### config.mk
export PLATFORM = sky130hd
export DESIGN_NAME = timer_counter
export DESIGN_NICKNAME = d
export VERILOG_FILES = /design/src/rtl/timer_counter.sv
export SDC_FILE = /design/constraint.sdc
export NUM_CORES = 1
export LEC_CHECK = 0
export CAP_MARGIN = 10
export CORE_ASPECT_RATIO = 0.7
export CORE_UTILIZATION = 34
export CTS_CLUSTER_DIAMETER = 120
export DETAILED_ROUTE_END_ITERATION = 8
export SETUP_SLACK_MARGIN = 0.02
export SYNTH_ARGS = -nofsm -noshare
export SYNTH_HDL_FRONTEND = slang
export SYNTH_SLANG_ARGS = --single-unit
### constraint.sdc
create_clock -name clk -period 6.1 [get_ports clk]
set_input_delay 0.915 -clock clk [delete_from_list [all_inputs] [get_ports clk]]
set_output_delay 0.915 -clock clk [all_outputs]
set_load 0.1 [all_outputs]
### src/rtl/timer_counter.sv
// 8-bit up/down timer counter with a clk-derived prescaled tick (/2, /4, /8, /16),
// single-cycle wrap pulses and sticky overflow/underflow status flags.
module timer_counter #(
  parameter int DATA_WIDTH  = 8,
  parameter int PRESC_WIDTH = 4
) (
  input  logic                  clk,
  input  logic                  rst,
  input  logic [DATA_WIDTH-1:0] count_start_value,
  input  logic                  count_load,
  input  logic                  count_enable,
  input  logic                  count_up_down,
  input  logic [1:0]            cks,
  input  logic                  ovf_clr,
  input  logic                  udf_clr,
  output logic [DATA_WIDTH-1:0] TCNT,
  output logic                  TMR_OVF,
  output logic                  TMR_UDF,
  output logic                  ovf_pulse,
  output logic                  udf_pulse
);

  logic [PRESC_WIDTH-1:0] r_presc;
  logic [PRESC_WIDTH-1:0] w_mask;
  logic                   w_tick;
  logic                   w_wrap_ovf;
  logic                   w_wrap_udf;
  logic [DATA_WIDTH-1:0]  w_tcnt_nxt;

  // Modulo-2^DATA_WIDTH step; wrap-around falls out of the natural truncation.
  function automatic logic [DATA_WIDTH-1:0] f_step(input logic [DATA_WIDTH-1:0] v,
                                                   input logic up);
    return up ? (v + DATA_WIDTH'(1)) : (v - DATA_WIDTH'(1));
  endfunction

  // cks selects how many low prescaler bits must all be ones: cks=n checks presc[n:0].
  always_comb begin
    w_mask = '0;
    for (int i = 0; i < PRESC_WIDTH; i++) begin
      if (i <= int'(cks)) w_mask[i] = 1'b1;
    end
  end

  assign w_tick     = count_enable & ~count_load & ((r_presc & w_mask) == w_mask);
  assign w_wrap_ovf = w_tick &  count_up_down & (TCNT == '1);
  assign w_wrap_udf = w_tick & ~count_up_down & (TCNT == '0);
  assign w_tcnt_nxt = f_step(TCNT, count_up_down);

  always_ff @(posedge clk or posedge rst) begin
    if (rst) begin
      r_presc <= '0;
    end else if (count_load || !count_enable) begin
      r_presc <= '0;
    end else begin
      r_presc <= r_presc + PRESC_WIDTH'(1);
    end
  end

  always_ff @(posedge clk or posedge rst) begin
    if (rst) begin
      TCNT      <= '0;
      ovf_pulse <= 1'b0;
      udf_pulse <= 1'b0;
    end else begin
      ovf_pulse <= w_wrap_ovf;
      udf_pulse <= w_wrap_udf;
      if (count_load) begin
        TCNT <= count_start_value;
      end else if (w_tick) begin
        TCNT <= w_tcnt_nxt;
      end
    end
  end

  // A wrap on the same edge as a clear keeps the flag set.
  always_ff @(posedge clk or posedge rst) begin
    if (rst) begin
      TMR_OVF <= 1'b0;
      TMR_UDF <= 1'b0;
    end else begin
      TMR_OVF <= w_wrap_ovf | (TMR_OVF & ~ovf_clr);
      TMR_UDF <= w_wrap_udf | (TMR_UDF & ~udf_clr);
    end
  end

endmodule

Yosys cells after proc, flatten, opt, wreduce, memory -nomap -nowiden
Cells that the tools add are included.
{"block": "totals", "regBits": 16, "latch_bits": 0, "ramBits": 0, "romBits": 0, "inputBits": 17, "wordCells": 40, "mem_count": 0}
{"block": "op_classes", "n_addsub": 3, "multipliers": 0, "n_div": 0, "n_lt_le_gt_ge": 3, "eq_ne": 2, "n_shift": 0, "mux": 7, "n_bitwise": 15, "reduce_logical": 4}
{"cell": "$mux W8", "n": 3}
{"cell": "$add A8 B1 Y8 const B", "n": 1}
{"cell": "$and A1 B1 Y1", "n": 8}
{"cell": "$eq A8 B8 Y1 const B", "n": 1}
{"cell": "$logic_not A8 Y1", "n": 1}
{"cell": "$sub A8 B1 Y8 const B", "n": 1}
{"cell": "$add A4 B1 Y4 const B", "n": 1}
{"cell": "$and A4 B4 Y4", "n": 1}
{"cell": "$eq A4 B4 Y1", "n": 1}
{"cell": "$le A2 B2 Y1 const A", "n": 2}
{"cell": "$mux W4", "n": 1}
{"cell": "$not A1 Y1", "n": 4}
{"cell": "$mux W1", "n": 3}
{"cell": "$le A1 B2 Y1 const A", "n": 1}
{"cell": "$or A1 B1 Y1", "n": 2}
{"cell": "$reduce_bool A2 Y1", "n": 1}
{"cell": "$logic_not A1 Y1", "n": 1}
{"cell": "$logic_or A1 B1 Y1", "n": 1}

Depth between registers and ports, before layout
{"block": "depth", "word_depth": 8, "mapped_depth": 7, "ltp_nobuf": 7}

Least setup slack after synthesis
Ideal clock, no wire load.
{"block": "synth_timing", "kind": "in2reg", "startpoint": "input port count_up_down", "endpoint": "register TCNT[7]", "setup_ns": 0.127, "t_arrival_ns": 2.566, "slack_ns": 3.407, "path_stages": 7, "cell_sequence": "inv_1 -> ha_1 -> o21a_1 -> nor2_1 -> mux2_2 -> a41o_1 -> a221o_1"}
{"block": "synth_between", "elab_chain_len": 3}
{"item": "start: declaration", "line": "12", "text": "input logic count_up_down,"}
{"item": "$mux W8", "line": "33", "text": "return up ? (v + DATA_WIDTH'(1)) : (v - DATA_WIDTH'(1));"}
{"item": "$mux W8", "line": "69", "text": "end else if (w_tick) begin"}
{"item": "$mux W8", "line": "67", "text": "if (count_load) begin"}
{"item": "end signal: assignment", "line": "68", "text": "TCNT <= count_start_value;"}
{"item": "end signal: assignment", "line": "70", "text": "TCNT <= w_tcnt_nxt;"}
{"item": "end: declaration", "line": "16", "text": "output logic [DATA_WIDTH-1:0] TCNT,"}
Every way passes these cells. The select of a mux whose other input is x is not followed.
A chain may end at the register's enable or synchronous reset.

Worst setup path after layout
Ends and elaborated chain as after synthesis.

==> run metrics <==
worst slew pin tran a little under 1 ns; Skew-Pair Late Insertion Delay 0.25 ns; core area about 2600 µm²; TritonCTS clock tree yes; max-slew violations 0; Crit path max-delay family buffers and inverters; number of buffers and inverters on the critical path 2; Bufs on Longest Clock Path 2; number of global-route vias before repair 833; final WL about 2200 µm; CTS Hold Bufs 0; drt first pass iters 4; # nets final 156; Max H-tree Level 1; Post-Syn Area ~990 µm²; 1st-iter DRT viols 29; Synth area leaders dfrtp_1 (40%), ha_1 (8.8%), xnor2_1 (3.5%), nand2_1 (3.4%), a221o_1 (3.0%); detailed-route via count around 850; Ys Warns 0; # diodes 0; endpoints failing setup 0; status finished clean; worst endpoint required time between 6 and 7 ns; sequential share of the synthesized area between 40% and 50%; Final Hold Fails 0; Leakage 0.6153 nW; post-synthesis net count about 130; CP Launch Type primary input; Via density roughly 5.2; DR DRC count 0; Congestion Overflow GR 0; Fmax roughly 310 MHz; Starting Density between 30 and 40%; CP Class in2reg; first-pass GRT wire length between 3000 and 4000 µm; Critical Path Max Stage Delay about 0.57 ns; Worst Clk Skew between 0.0015 and 0.002 ns; Die Area around 3100 µm²; hpwl dp roughly 1700 µm; setup TNS 0 ns; CTS resizes 0; Crit Path Max Fanout 8; final core occ between 50 and 60%; Area Overhead vs Synth 36.54%; Post-Syn Area per Cell slightly below 10 µm²; # fillers 240; setup bufs post-CTS 0; die span in y 47.14 µm; Placer Congestion between 0.7 and 0.8; Slew headroom a little over a third; unrepaired setup endpoints after global routing no; crit end category register; final critical-path required period ~3.2 ns; share of post-route cells with drive strength above 1 6.923%; total power between 0.3 and 0.4 mW; total global routing track utilization between 10% and 20%; Peak VDD IR 0.0001377 V; PortBufs 28; post-synth top area share 40.46%; routed len/inst 13.47 µm; CP arrival 3.34 ns; Pwr per Cell Area between 200 and 250 nW/µm²; Syn Inst Count 100; IO Pins 29; Max-Cap Viols 0; Yosys reg bits 16; Reg clk slew, reported paths approximately 0.06 ns; initial antenna violation count 0; Hold Crit Class reg2reg; distinct cell type count after synthesis 33; CTS Sinks 16; period utilization a little over half; Yosys top cell by area dfrtp_1; antenna-violating nets left 0; root buffer cell clkbuf_8; CTS buffer count 3; die width roughly 66 µm; Crit-path slowest cell clkdlybuf4s50_1; Rows 15; largest net degree at the start of global routing 17; CP cell instances clkdlybuf4s50_1 -> inv_1 -> ha_1 -> o21a_1 -> nor2_1 -> mux2_2 -> a41o_1 -> a221o_1
## flip-flops by register name, indices dropped and copies added (netlist names)
name,flops
TCNT,8
udf_pulse,1
TMR_UDF,1
r_presc,4
TMR_OVF,1
ovf_pulse,1
## cell type report
| type | instances | area, µm² | area share, % |
|---|---|---|---|
| multi-input combinational | 75 | 546.8 | 40.46 |
| sequential | 16 | 400.4 | 29.63 |
| tap | 34 | 42.54 | 3.148 |
| timing repair buffer | 28 | 280.3 | 20.74 |
| clock buffer | 4 | 55.05 | 4.074 |
| inverter | 7 | 26.28 | 1.944 |
## metal layers
layer	up-vias	track usage (%)	routed length, µm
met3	0	5.583	128
met5	-	0	0
met2	23	28.16	964
met4	0	2.553	0
li1	428	-	-
met1	398	21.10	1117
## metrics by stage
stage / setup slack (ns) / hold WS [ns] / std cells / instance area, µm²
floorplan: 3.407 / 0.4500 / 100 / 989.7
global placement: 2.738 / 0.4594 / 160 / 1296
detailed placement: 2.641 / 0.4667 / 160 / 1296
CTS: 2.907 / 0.4812 / 164 / 1351
global route: 2.783 / 0.4999 / 164 / 1351
finish: 2.899 / 0.4751 / 164 / 1351
## placed cells by master (no fill, tap or decap), drive strengths merged, types with 2 or more instances in the layout
cell	n
a21o	5
a21oi	5
a221o	3
a22oi	3
clkbuf	4
clkdlybuf4s50	28
dfrtp	16
ha	7
inv	7
nand2	9
nand3	3
nand4	2
nor2	7
nor3	2
nor4	3
o21ai	7
xnor2	4
xor2	3
## final timing paths
kind                             end  cells past startpoint  slack [ns]     startpoint
setup / recovery             TCNT[7]                      8        2.90  count_up_down
hold / removal               TMR_OVF                      1        0.48        TMR_OVF
setup reg to reg             TCNT[7]                      6        3.94        TCNT[5]
hold reg to reg              TMR_OVF                      1        0.48        TMR_OVF
max in group asynchronous    TCNT[4]                      2        4.66            rst
min in group asynchronous  ovf_pulse                      2        1.05            rst
## kinds of logic (layout without fill, tap and decap cells)
kind of cell | Yosys count | after routing | synth area share [%]
simple gates | 29 | 29 | 15.04
xor+xnor | 7 | 7 | 6.195
compound gates | 29 | 29 | 20.99
flops | 16 | 16 | 40.45
fa+ha+maj | 8 | 8 | 10.87
mux | 2 | 2 | 2.149
buf+inv | 9 | 39 | 4.299
## power by group
part / total, mW / switching (mW) / internal [mW] / leakage [nW]
clock: 0.0934 / 0.0361 / 0.0572 / 0.0288
combinational: 0.112 / 0.0714 / 0.0411 / 0.379
sequential: 0.121 / 0.00930 / 0.112 / 0.208
## Yosys cell counts
| cell type | instances |
|---|---|
| nand4_2 | 1 |
| dfrtp_1 | 16 |
| o21ai_0 | 2 |
| o21a_1 | 1 |
| nand2_1 | 9 |
| nor2b_1 | 1 |
| fa_1 | 1 |
| a221o_1 | 3 |
| inv_1 | 7 |
| xnor2_1 | 4 |
| nand4_1 | 1 |
| a21oi_1 | 5 |
| nor4_1 | 3 |
| nor2_1 | 7 |
| mux2i_1 | 1 |
| mux2_2 | 1 |
| nor3_1 | 2 |
| o21ai_1 | 5 |
| a21o_1 | 4 |
| a21o_2 | 1 |
| buf_4 | 1 |
| and2_1 | 1 |
| dlygate4sd1_1 | 1 |
| o221ai_1 | 1 |
| ha_1 | 7 |
| a41o_1 | 1 |
| a211o_1 | 1 |
| nand3_1 | 3 |
| a22oi_1 | 3 |
| xor2_1 | 3 |
| a211oi_2 | 1 |
| nand2b_4 | 1 |
| a311oi_1 | 1 |
No activity file was read; power rests on OpenSTA's default activity.
==> RTL change (same settings) <==
Register the output `TCNT` once more, with the module's reset; this adds one clock of latency there. The other outputs are not delayed to match.
--- a/src/rtl/timer_counter.sv
+++ b/src/rtl/timer_counter.sv
@@ -21,2 +21,4 @@
 );
+
+  logic [DATA_WIDTH-1:0] TCNT_s0;
 
@@ -44,5 +46,5 @@
   assign w_tick     = count_enable & ~count_load & ((r_presc & w_mask) == w_mask);
-  assign w_wrap_ovf = w_tick &  count_up_down & (TCNT == '1);
-  assign w_wrap_udf = w_tick & ~count_up_down & (TCNT == '0);
-  assign w_tcnt_nxt = f_step(TCNT, count_up_down);
+  assign w_wrap_ovf = w_tick &  count_up_down & (TCNT_s0 == '1);
+  assign w_wrap_udf = w_tick & ~count_up_down & (TCNT_s0 == '0);
+  assign w_tcnt_nxt = f_step(TCNT_s0, count_up_down);
 
@@ -60,3 +62,3 @@
     if (rst) begin
-      TCNT      <= '0;
+      TCNT_s0   <= '0;
       ovf_pulse <= 1'b0;
@@ -67,5 +69,5 @@
       if (count_load) begin
-        TCNT <= count_start_value;
+        TCNT_s0 <= count_start_value;
       end else if (w_tick) begin
-        TCNT <= w_tcnt_nxt;
+        TCNT_s0 <= w_tcnt_nxt;
       end
@@ -85,2 +87,10 @@
 
+  always_ff @(posedge clk or posedge rst) begin
+    if (rst) begin
+      TCNT <= '0;
+    end else begin
+      TCNT <= TCNT_s0;
+    end
+  end
+
 endmodule
Check against the original RTL: not equivalent (a bounded check fails within 4 cycles, from zero or initial values and one cycle with rst high).
==> RTL change against the unedited design <==
- sequential cell count is 8 higher
- fmax is 3.4% higher
- cell area is 16% higher
- worst setup slack better by 110 ps
- sequential share of layout area is 8.7 points higher
- wire length is 11% higher
- sequential power is 50% higher
- synthesized area is 20% higher
- total power is 17% higher
- critical path type unchanged
- largest cell class is now sequential cells
- largest power group unchanged
- highest routed layer is now met4
==> RTL change: results (changes against the unedited design) <==
detailed_routing:
  wl_mm: 2.44  # +11%
  viasPerCell: 4.83  # -6.7%
  drt_iter0_markers: 52  # +79%
yosys:
  synth.area.top_cells: "dfrtp_1 (51%), ha_1 (7.4%), a22oi_1 (3.2%)"
  syn_nets: 133  # +6.4%
  synth_cell_types: 34  # +3.0%
  ys_top_cells_by_count: "dfrtp_1 (24), inv_1 (8), ha_1 (7), nor2_1 (7), o21ai_0 (7)"
cts:
  clockBufferDepth: 2  # unchanged
  clk_transition_reported_paths_ps: 80  # +20 ps
  cts_inserted_buffers: 3  # unchanged
run_status:
  status: "finished, final reports clean"
placement:
  globalplace.congestion: 0.822  # +3.2%
  place_hpwl_mm: 1.90  # +11%
global_routing:
  track_usage_pct: 15.0  # -1.5 points
  grt_pass1_wl_mm: 4.26  # +15%
  grt_max_degree: 25  # +8
  grt_pass1_vias: 901  # +8.2%
worst_setup_path:
  slowest_delay_ps: 590  # +20 ps
  r2r_start: "TCNT_s0[2]"
  cp-endpoint: "TCNT_s0[7]"
  critical_path_arrival_ps: 3260  # -80 ps
  cp_max_fo: 7  # -1
pwr:
  leakagePower_nw: 0.695  # +13%
timing:
  maxSlewHeadroom_pct: 34.6  # -0.39 points
  fin_skew_ps: 2.23  # +0.442 ps
layout:
  fillers: 316  # +32%
  drive_above_1_share_pct: 7.25  # +0.32 points
  reg_top3: "TCNT (8), TCNT_s0 (8), r_presc (4)"
[RTL change: cell types whose count changed after synthesis, moves of 2 or more]
cell      unedited run  this run
dfrtp_1             16        24
o21ai_0              2         7
nand2_1              9         5
o21ai_1              5         1
a221o_1              3         1
a22oi_1              3         5
o211ai_1             0         2
[RTL change: cell type report]
class                      instances  share of cell area, %
timing repair buffer              28                   17.9
clock buffer                       3                   2.64
multi-input combinational         75                   35.4
tap                               47                   3.76
sequential                        24                   38.4
inverter                           8                   1.92
[RTL change: per-layer routing]
metal | up-vias | track usage [%] | share of wire (%)
met2 | 24 | 21.7 | 41
met4 | 0 | 6.86 | 0.57
met5 | - | 0 | 0
met3 | 2 | 1.58 | 3.7
met1 | 417 | 22.5 | 55
li1 | 451 | - | -
[RTL change: where the power goes]
group          switching, mW  internal, mW
registers             0.0110         0.170
logic                 0.0734        0.0411
clock network         0.0444        0.0440
total                  0.129         0.255
[RTL change: cell families (layout without fill, tap and decap cells)]
logic type / Yosys count / in the layout / synth area share, %
AO/OA/AOI/OAI: 34 / 34 / 20.6
XOR/XNOR: 7 / 7 / 5.16
adder cells (fa/ha/maj): 8 / 8 / 9.05
buffers and inverters: 9 / 39 / 2.84
flip-flops: 24 / 24 / 50.5
multiplexers: 1 / 1 / 0.842
AND/OR/NAND/NOR: 25 / 25 / 10.9
[RTL change: stage by stage]
step / worst slack [ps] / std cells / cell area [um^2] / hold WS [ps]
after floorplan: 3560 / 108 / 1190 / 414
after global placement: 2860 / 182 / 1520 / 460
after detailed placement: 2730 / 182 / 1520 / 464
after CTS: 3000 / 185 / 1570 / 482
after global routing: 2860 / 185 / 1570 / 510
final: 3010 / 185 / 1570 / 487
[RTL change: how the worst min path moves through the flow]
stage	startpoint	to	depth (start not counted)
floorplan	TCNT_s0[7]	TCNT[7]	0
global placement	TMR_UDF	TMR_UDF	1
detailed placement	TCNT_s0[4]	TCNT[4]	0
CTS	TCNT_s0[4]	TCNT[4]	0
global route	TCNT_s0[4]	TCNT[4]	0
finish	TCNT_s0[7]	TCNT[7]	0
